## src/rtl/sprite_rom_arbiter.sv

```systemverilog
// Round-robin arbiter sharing one single-port sprite ROM between NUM_REQ draw layers.
// Optional per-requester wait statistics are built when SPRITE_ARB_WAIT_CNT_EN is defined.
module sprite_rom_arbiter #(
    parameter int NUM_REQ = 4,
    parameter int ADDR_W  = 10,
    parameter int DATA_W  = 12,
    parameter int ROM_LAT = 1
) (
    input  logic                      clk,
    input  logic                      rst,
    input  logic                      frame_start,
    input  logic [NUM_REQ-1:0]        req,
    input  logic [NUM_REQ*ADDR_W-1:0] addr,
    output logic [NUM_REQ-1:0]        gnt,
    output logic [ADDR_W-1:0]         rom_addr,
    input  logic [DATA_W-1:0]         rom_data,
    output logic [DATA_W-1:0]         rdata,
    output logic [NUM_REQ-1:0]        rvalid,
    output logic [7:0]                max_wait
);

    localparam int PTR_W = (NUM_REQ > 1) ? $clog2(NUM_REQ) : 1;

    // Handshake: a requester raises req[i] with a stable address and holds both until
    // it sees the registered gnt[i] pulse; it may withdraw req[i] earlier, and may
    // re-raise it in the cycle after gnt[i]. The read returns later as rvalid[i].
    logic [PTR_W-1:0]   ptr;
    logic [PTR_W-1:0]   win_idx;
    logic [PTR_W-1:0]   ptr_nxt;
    logic               win_vld;
    logic [NUM_REQ-1:0] tag_q [ROM_LAT];

    always_comb begin
        win_vld = 1'b0;
        win_idx = '0;
        for (int k = 0; k < NUM_REQ; k++) begin
            if (!win_vld && req[(int'(ptr) + k) % NUM_REQ]) begin
                win_vld = 1'b1;
                win_idx = PTR_W'((int'(ptr) + k) % NUM_REQ);
            end
        end
    end

    assign ptr_nxt = (win_idx == PTR_W'(NUM_REQ - 1)) ? '0 : win_idx + PTR_W'(1);

    always_ff @(posedge clk or negedge rst) begin
        if (!rst) begin
            ptr      <= '0;
            gnt      <= '0;
            rom_addr <= '0;
        end else begin
            gnt <= win_vld ? (NUM_REQ'(1) << win_idx) : '0;
            if (win_vld) begin
                rom_addr <= addr[int'(win_idx)*ADDR_W +: ADDR_W];
            end
            // A frame boundary restarts the rotation even if a grant is issued now.
            if (frame_start) begin
                ptr <= '0;
            end else if (win_vld) begin
                ptr <= ptr_nxt;
            end
        end
    end

    // The grant tag follows the ROM read so the data is steered back to its owner.
    always_ff @(posedge clk or negedge rst) begin
        if (!rst) begin
            for (int i = 0; i < ROM_LAT; i++) begin
                tag_q[i] <= '0;
            end
            rdata  <= '0;
            rvalid <= '0;
        end else begin
            tag_q[0] <= gnt;
            for (int i = 1; i < ROM_LAT; i++) begin
                tag_q[i] <= tag_q[i-1];
            end
            rvalid <= tag_q[ROM_LAT-1];
            if (|tag_q[ROM_LAT-1]) begin
                rdata <= rom_data;
            end
        end
    end

`ifdef SPRITE_ARB_WAIT_CNT_EN
    logic [7:0] wait_cnt [NUM_REQ];
    logic [7:0] wait_nxt [NUM_REQ];
    logic [7:0] max_nxt;

    always_comb begin
        max_nxt = max_wait;
        for (int i = 0; i < NUM_REQ; i++) begin
            if (req[i] && !(win_vld && (int'(win_idx) == i))) begin
                wait_nxt[i] = (wait_cnt[i] == 8'hFF) ? 8'hFF : wait_cnt[i] + 8'd1;
            end else begin
                wait_nxt[i] = '0;
            end
            if (wait_nxt[i] > max_nxt) begin
                max_nxt = wait_nxt[i];
            end
        end
    end

    always_ff @(posedge clk or negedge rst) begin
        if (!rst) begin
            for (int i = 0; i < NUM_REQ; i++) begin
                wait_cnt[i] <= '0;
            end
            max_wait <= '0;
        end else begin
            for (int i = 0; i < NUM_REQ; i++) begin
                wait_cnt[i] <= wait_nxt[i];
            end
            max_wait <= frame_start ? 8'd0 : max_nxt;
        end
    end
`else
    assign max_wait = '0;
`endif

endmodule

```

## config.mk

```make
export PLATFORM = sky130hd
export DESIGN_NAME = sprite_rom_arbiter
export DESIGN_NICKNAME = d
export VERILOG_FILES = /design/src/rtl/sprite_rom_arbiter.sv
export SDC_FILE = /design/constraint.sdc
export NUM_CORES = 1
export LEC_CHECK = 0
export BUFFER_PORTS_ARGS = -buffer_cell sky130_fd_sc_hd__buf_4
export CAP_MARGIN = 20
export CORE_MARGIN = 4
export CORE_UTILIZATION = 35
export CTS_CLUSTER_SIZE = 12
export DETAILED_ROUTE_END_ITERATION = 8
export PLACE_DENSITY = 0.67
export SYNTH_ARGS = -nofsm -noshare
export SYNTH_HDL_FRONTEND = slang
export SYNTH_SLANG_ARGS = --single-unit
```

## constraint.sdc

```tcl
create_clock -name clk -period 2.1 [get_ports clk]
set_input_delay 0.105 -clock clk [delete_from_list [all_inputs] [get_ports clk]]
set_output_delay 0.105 -clock clk [all_outputs]
set_load 0.03 [all_outputs]
```

## After elaboration in Yosys (flattened, before gate mapping)

Cells that the tools add are included.
W data, S select, Z words.

- Logic and storage cells: 55
- Output and inout bits: 38
- Input bits: 59
- Flip-flop bits (word level): 36

- Reduce and logical (&&, ||, !) cells: 11
- Muxes and demuxes: 23
- Equality and inequality tests: 1
- Shift-type cells: 2
- Multiply operators: 1
- Magnitude comparators: 4
- Add/sub/neg operators: 4
- Bitwise operators: 3

Operators by type and width:

| kind | count |
|---|---|
| $shiftx A40 B7 Y10 | 1 |
| $mux W2 | 7 |
| $lt A3 B4 Y1 const B | 3 |
| $mux W1 | 11 |
| $bmux W1 S2 | 4 |
| $reduce_or A2 Y1 | 3 |
| $mul A2 B3 Y5 const B | 1 |
| $add A2 B1 Y2 const B | 2 |
| $add A2 B2 Y2 const B | 2 |
| $mux W4 | 1 |
| $reduce_or A4 Y1 | 1 |
| $shl A1 B2 Y4 const A | 1 |
| $and A1 B1 Y1 const A | 3 |
| $logic_and A1 B1 Y1 | 3 |
| $logic_not A1 Y1 | 3 |
| $lt A2 B3 Y1 const B | 1 |
| $eq A2 B2 Y1 const B | 1 |
| $reduce_bool A2 Y1 | 1 |

## Depth between registers and ports, before layout

- Word-level depth: 18
- Depth in mapped cells: 7
- Mapped depth without buffers: 7

## Worst setup path after synthesis

Ideal clock, no wire load.

- Kind: flip-flop to flip-flop
- Start point: reg ptr[0]
- End point: reg ptr[1]
- Cell stages (with the launch flop): 7
- Data arrival time: 1.760 ns
- Buffers on the path: 1
- Setup time: 0.094 ns
- Period minus slack after synthesis: 1.855 ns
- Path slack: 0.245 ns
- Data required time: 2.006 ns
- Path through: dfrtp_1 -> and2b_4 -> nor4b_4 -> nor2_4 -> buf_8 -> ha_1 -> a211oi_1

- Longest elaborated chain between the ends: 16

Ends and longest elaborated chain:

| item | line | text |
|---|---|---|
| start, declared | 27 | `logic [PTR_W-1:0] ptr;` |
| start signal, assigned | 60 | `ptr <= ptr_nxt;` |
| $add A2 B1 Y2 or $bmux W1 S2 (tied branches) | 37, 39 |  |
| $bmux W1 S2 or $mux W1 (tied branches) | 37 | `if (!win_vld && req[(int'(ptr) + k) % NUM_REQ]) begin` |
| $mux W1 (implied by the code) | 37 |  |
| $mux W1 (implied by the code) or $logic_not A1 Y1 (tied branches) | 37 |  |
| $logic_and A1 B1 Y1 | 37 |  |
| $mux W1 | 37 |  |
| $logic_not A1 Y1 | 37 |  |
| $logic_and A1 B1 Y1 | 37 |  |
| $mux W1 | 37 |  |
| $logic_not A1 Y1 | 37 |  |
| $logic_and A1 B1 Y1 | 37 |  |
| $mux W2 | 37 |  |
| $add A2 B1 Y2 or $eq A2 B2 Y1 (tied branches) | 44 | `assign ptr_nxt = (win_idx == PTR_W'(NUM_REQ - 1)) ? '0 : win_idx + PTR_W'(1);` |
| $mux W2 | 44 |  |
| $mux W2 | 59 | `end else if (win_vld) begin` |
| $mux W2 | 57 | `if (frame_start) begin` |

Parallel ways exist; a longest one is shown, timed or not. The select of a mux whose other input is x is not followed.
A chain may end at the register's enable or synchronous reset.

## Worst setup path in the final report

Ends and elaborated chain as after synthesis.

==> impl_metrics.csv <==
group,metric,value,unit
outcome,outcome,"complete, no violations",
synthesis,netlist_area,1710,um2
routing,drtAntennaViolNets,0,
timing,setup-violations-final,0,
final_layout,multi_input_area,743,um2
routing,firstDrtPassIters,4,
placement,pre_cts_ws,308,ps
worst_setup_path,crit_type,"reg2reg",
worst_setup_path,crit_fanout,5,
pwr,power.density,1090,nW/um2
grt,grt_start_max_net_pins,37,
pwr,leakage,1.27,nW
worst_setup_path,r2r-start,"ptr[0]$_DFFE_PN0P_",
synthesis,synth_top_family_by_area,"multiplexers",
floorplan,die_width,77.9,um
clock_network,cts_setup_buffers,0,
synthesis,synth_xor_area_share,0,%
grt,globalRouteMet1Util,17.5,%
synthesis,yosys-mux-area-fraction,15.5,%
worst_setup_path,crit_required,2300,ps
synthesis,post_synth_most_frequent_cells,"dfrtp_1, a211oi_1, nor2_1",
min_path,holdPathStages,2,
grt,grt_pass1_vias,1523,
timing,hold_viol,0,
pwr,peakVddDrop,0.433,mV
final_layout,fill_cells,429,
grt,antenna_found_initial,0,
grt,grt_pass1_wl,6.93,mm
clock_network,cts_tree,"done",
grt,grt.total_usage,14.6,%
clock_network,clk_latency,290,ps
clock_network,cts_buffer_depth,2,
pwr,swShare,37.4,%
synthesis,synthSimpleGateAreaFrac,12.8,%
synthesis,ys.flop_type,"dfrtp_1",
synthesis,yosys_warnings,0,
timing,slew_headroom,52.3,%
clock_network,cts-buffers-inserted,5,
floorplan,core.rowCount,25,
final_layout,diodes,0,
timing,period_share,84.1,%
timing,grt_setup_unrepaired,"false",
timing,fin_tns_setup,0,ps
placement,place_inst,297,
flow_run,drv_cap,0,
synthesis,yosysTopAreaCellShare,52.7,%
min_path,hold_path_class,"in2reg",
routing,wl_per_cell,14.2,um
worst_setup_path,cp_data_arrival_time,1970,ps
worst_setup_path,critPathLaunchType,"register",
synthesis,syn_avg_cell_area,12.2,um2
placement,dp.final_hpwl,3.46,mm
routing,finalWirelength,4.35,mm
final_layout,final_cell_area,2580,um2
timing,fin_skew,6.50,ps
clock_network,cts.sinks,36,
placement,port_buffers,88,
routing,vias,1429,
synthesis,synth_fa_ha_area_share,1.46,%
min_path,min-delay-start,"rom_data[6]",
grt,met2_usage,23.9,%
grt,overflow,0,
timing,tightest_slew,709,ps
final_layout,fin_cells,307,
clock_network,clk_transition_reported_paths,70,ps
grt,use_met3,5.34,%
synthesis,synth-compound-area-share,11.6,%
synthesis,synthTopCellsByArea,"dfrtp_1, mux2_2, mux2i_1, a211oi_1, buf_4",
routing,drtIter0Drc,22,
synthesis,yosysTopAreaCell,"dfrtp_1",
synthesis,post_synth_num_cell_types,27,
final_layout,fin_nets,300,
worst_setup_path,cp-end-kind,"register",
worst_setup_path,reg2reg_to,"ptr[1]$_DFFE_PN0P_",
synthesis,synth_edf_count,0,
placement,dpl_cell_area,2450,um2
worst_setup_path,r2r_setup_slack,330,ps
clock_network,htreeDepth,2,
clock_network,post_cts_resized,0,
timing,slew_viol_final,0,
synthesis,ys_ff_latch,36,
synthesis,yosysSeqAreaShare,52.7,%
floorplan,die_h,77.9,um
floorplan,die-area,6070,um2
clock_network,cts_root_buf,"clkbuf_8",
pwr,p_total,2.81,mW
worst_setup_path,r2r_cells,6,
floorplan,start_util,36.2,%
grt,grt_most_used_layer,"met2",
pwr,seqPwrFrac,35.4,%
final_layout,drive_above_1_share,50.8,%
timing,worst_slack,333,ps
synthesis,synthCells,140,
floorplan,ioPinCount,97,
pwr,p_comb_share,43.2,%
timing,max_freq,0.566,GHz
pwr,p_sw,1.05,mW
pwr,p_clk_share,21.4,%
routing,drc_errors,0,
floorplan,coreArea,4720,um2
timing,min_period,1770,ps
routing,vias_per_cell,4.65,
final_layout,regArea,901,um2
placement,place_congestion,0.803,
pwr,power.internal,1.76,mW
synthesis,synth_most_common_cell,"dfrtp_1",
final_layout,syn_to_final_growth,51.0,%
synthesis,synthArstFlopShare,100,%
min_path,holdPathEnd,"rdata[6]$_DFFE_PN0P_",
[area by class of cell]
type | count | area share [%]
well taps | 67 | 3.25
clock buffers | 5 | 2.67
multi-input cells | 96 | 28.8
clock inverters | 3 | 1.65
flip-flops and latches | 36 | 34.9
inverters | 4 | 0.582
repair buffers | 96 | 28.1
[routing by layer]
layer	vias up	share of wire [%]
met1	659	41
met5	-	0
li1	688	-
met2	73	47
met4	0	1.4
met3	9	11
[what timing repair did]
item,CTS,global route
hold buffers,2,0
endpoints found under the setup margin,0,0
endpoints found under the hold margin,38,0
[critical path, cell delays in order, from the launching register on]
cell and delay (ps):
dfrtp_1 410, nor2b_1 250, nor2_1 90, o22ai_1 210, clkinv_1 200, ha_1 330, a211oi_1 190
[cell usage in the layout (no fill, tap or decap)]
cell type / count
inv_1: 2
ha_1: 2
buf_4: 94
nor3b_1: 7
a21oi_1: 1
nor2b_1: 3
o21ai_0: 2
a21bo_2: 1
nor4_2: 1
nor4b_4: 1
inv_2: 1
dlygate4sd3_1: 2
clkbuf_8: 5
a2111oi_4: 1
clkinv_1: 1
nor3_1: 1
nor4_1: 1
nor2_1: 14
conb_1: 8
nand2_1: 6
nor2_4: 1
clkinvlp_4: 1
o22ai_1: 1
bufinv_16: 1
a211oi_1: 15
o221ai_1: 3
and2b_4: 2
mux2_2: 12
mux2i_1: 13
clkinv_2: 1
dfrtp_1: 36
[worst max-delay path by stage]
stage	startpoint	to	slack [ps]
after global placement	ptr[0]$_DFFE_PN0P_	ptr[1]$_DFFE_PN0P_	400
after floorplan	ptr[0]$_DFFE_PN0P_	ptr[1]$_DFFE_PN0P_	250
after global routing	ptr[0]$_DFFE_PN0P_	ptr[1]$_DFFE_PN0P_	160
after CTS	ptr[0]$_DFFE_PN0P_	ptr[1]$_DFFE_PN0P_	310
final	ptr[0]$_DFFE_PN0P_	ptr[1]$_DFFE_PN0P_	330
after detailed placement	ptr[0]$_DFFE_PN0P_	rom_addr[6]$_DFFE_PN0P_	310
[logic make-up (layout without fill, tap and decap cells)]
family	count (synthesis)	in the layout
adder cells (fa/ha/maj)	2	2
AO/OA/AOI/OAI	24	24
flip-flops	36	36
multiplexers	25	25
other	1	8
buffers and inverters	15	108
AND/OR/NAND/NOR	37	37
[sequential cells by signal, indices dropped and copies added, names as in the netlist]
| name | cells |
|---|---|
| gnt | 4 |
| ptr | 2 |
| rdata | 12 |
| rom_addr | 10 |
| rvalid | 4 |
| tag_q | 4 |
[power groups by stage]
stage	Clock (mW)	Combinational (mW)	Sequential, mW
6_report	0.602	1.21	0.993
5_1_grt	0.632	1.29	1.02
4_1_cts	0.612	1.23	0.995
3_5_place_dp	0	1.22	1.01
3_3_place_gp	0	1.21	1.00
2_1_floorplan	0	0.407	1.33
[stage by stage]
stage,hold slack (ps),util (%)
finish,50.9,54.6
global route,43.7,54.6
CTS,43.5,54.6
detailed placement,87.0,51.8
global placement,84.7,51.8
floorplan,-191,-
No activity file was read; power rests on OpenSTA's default activity.
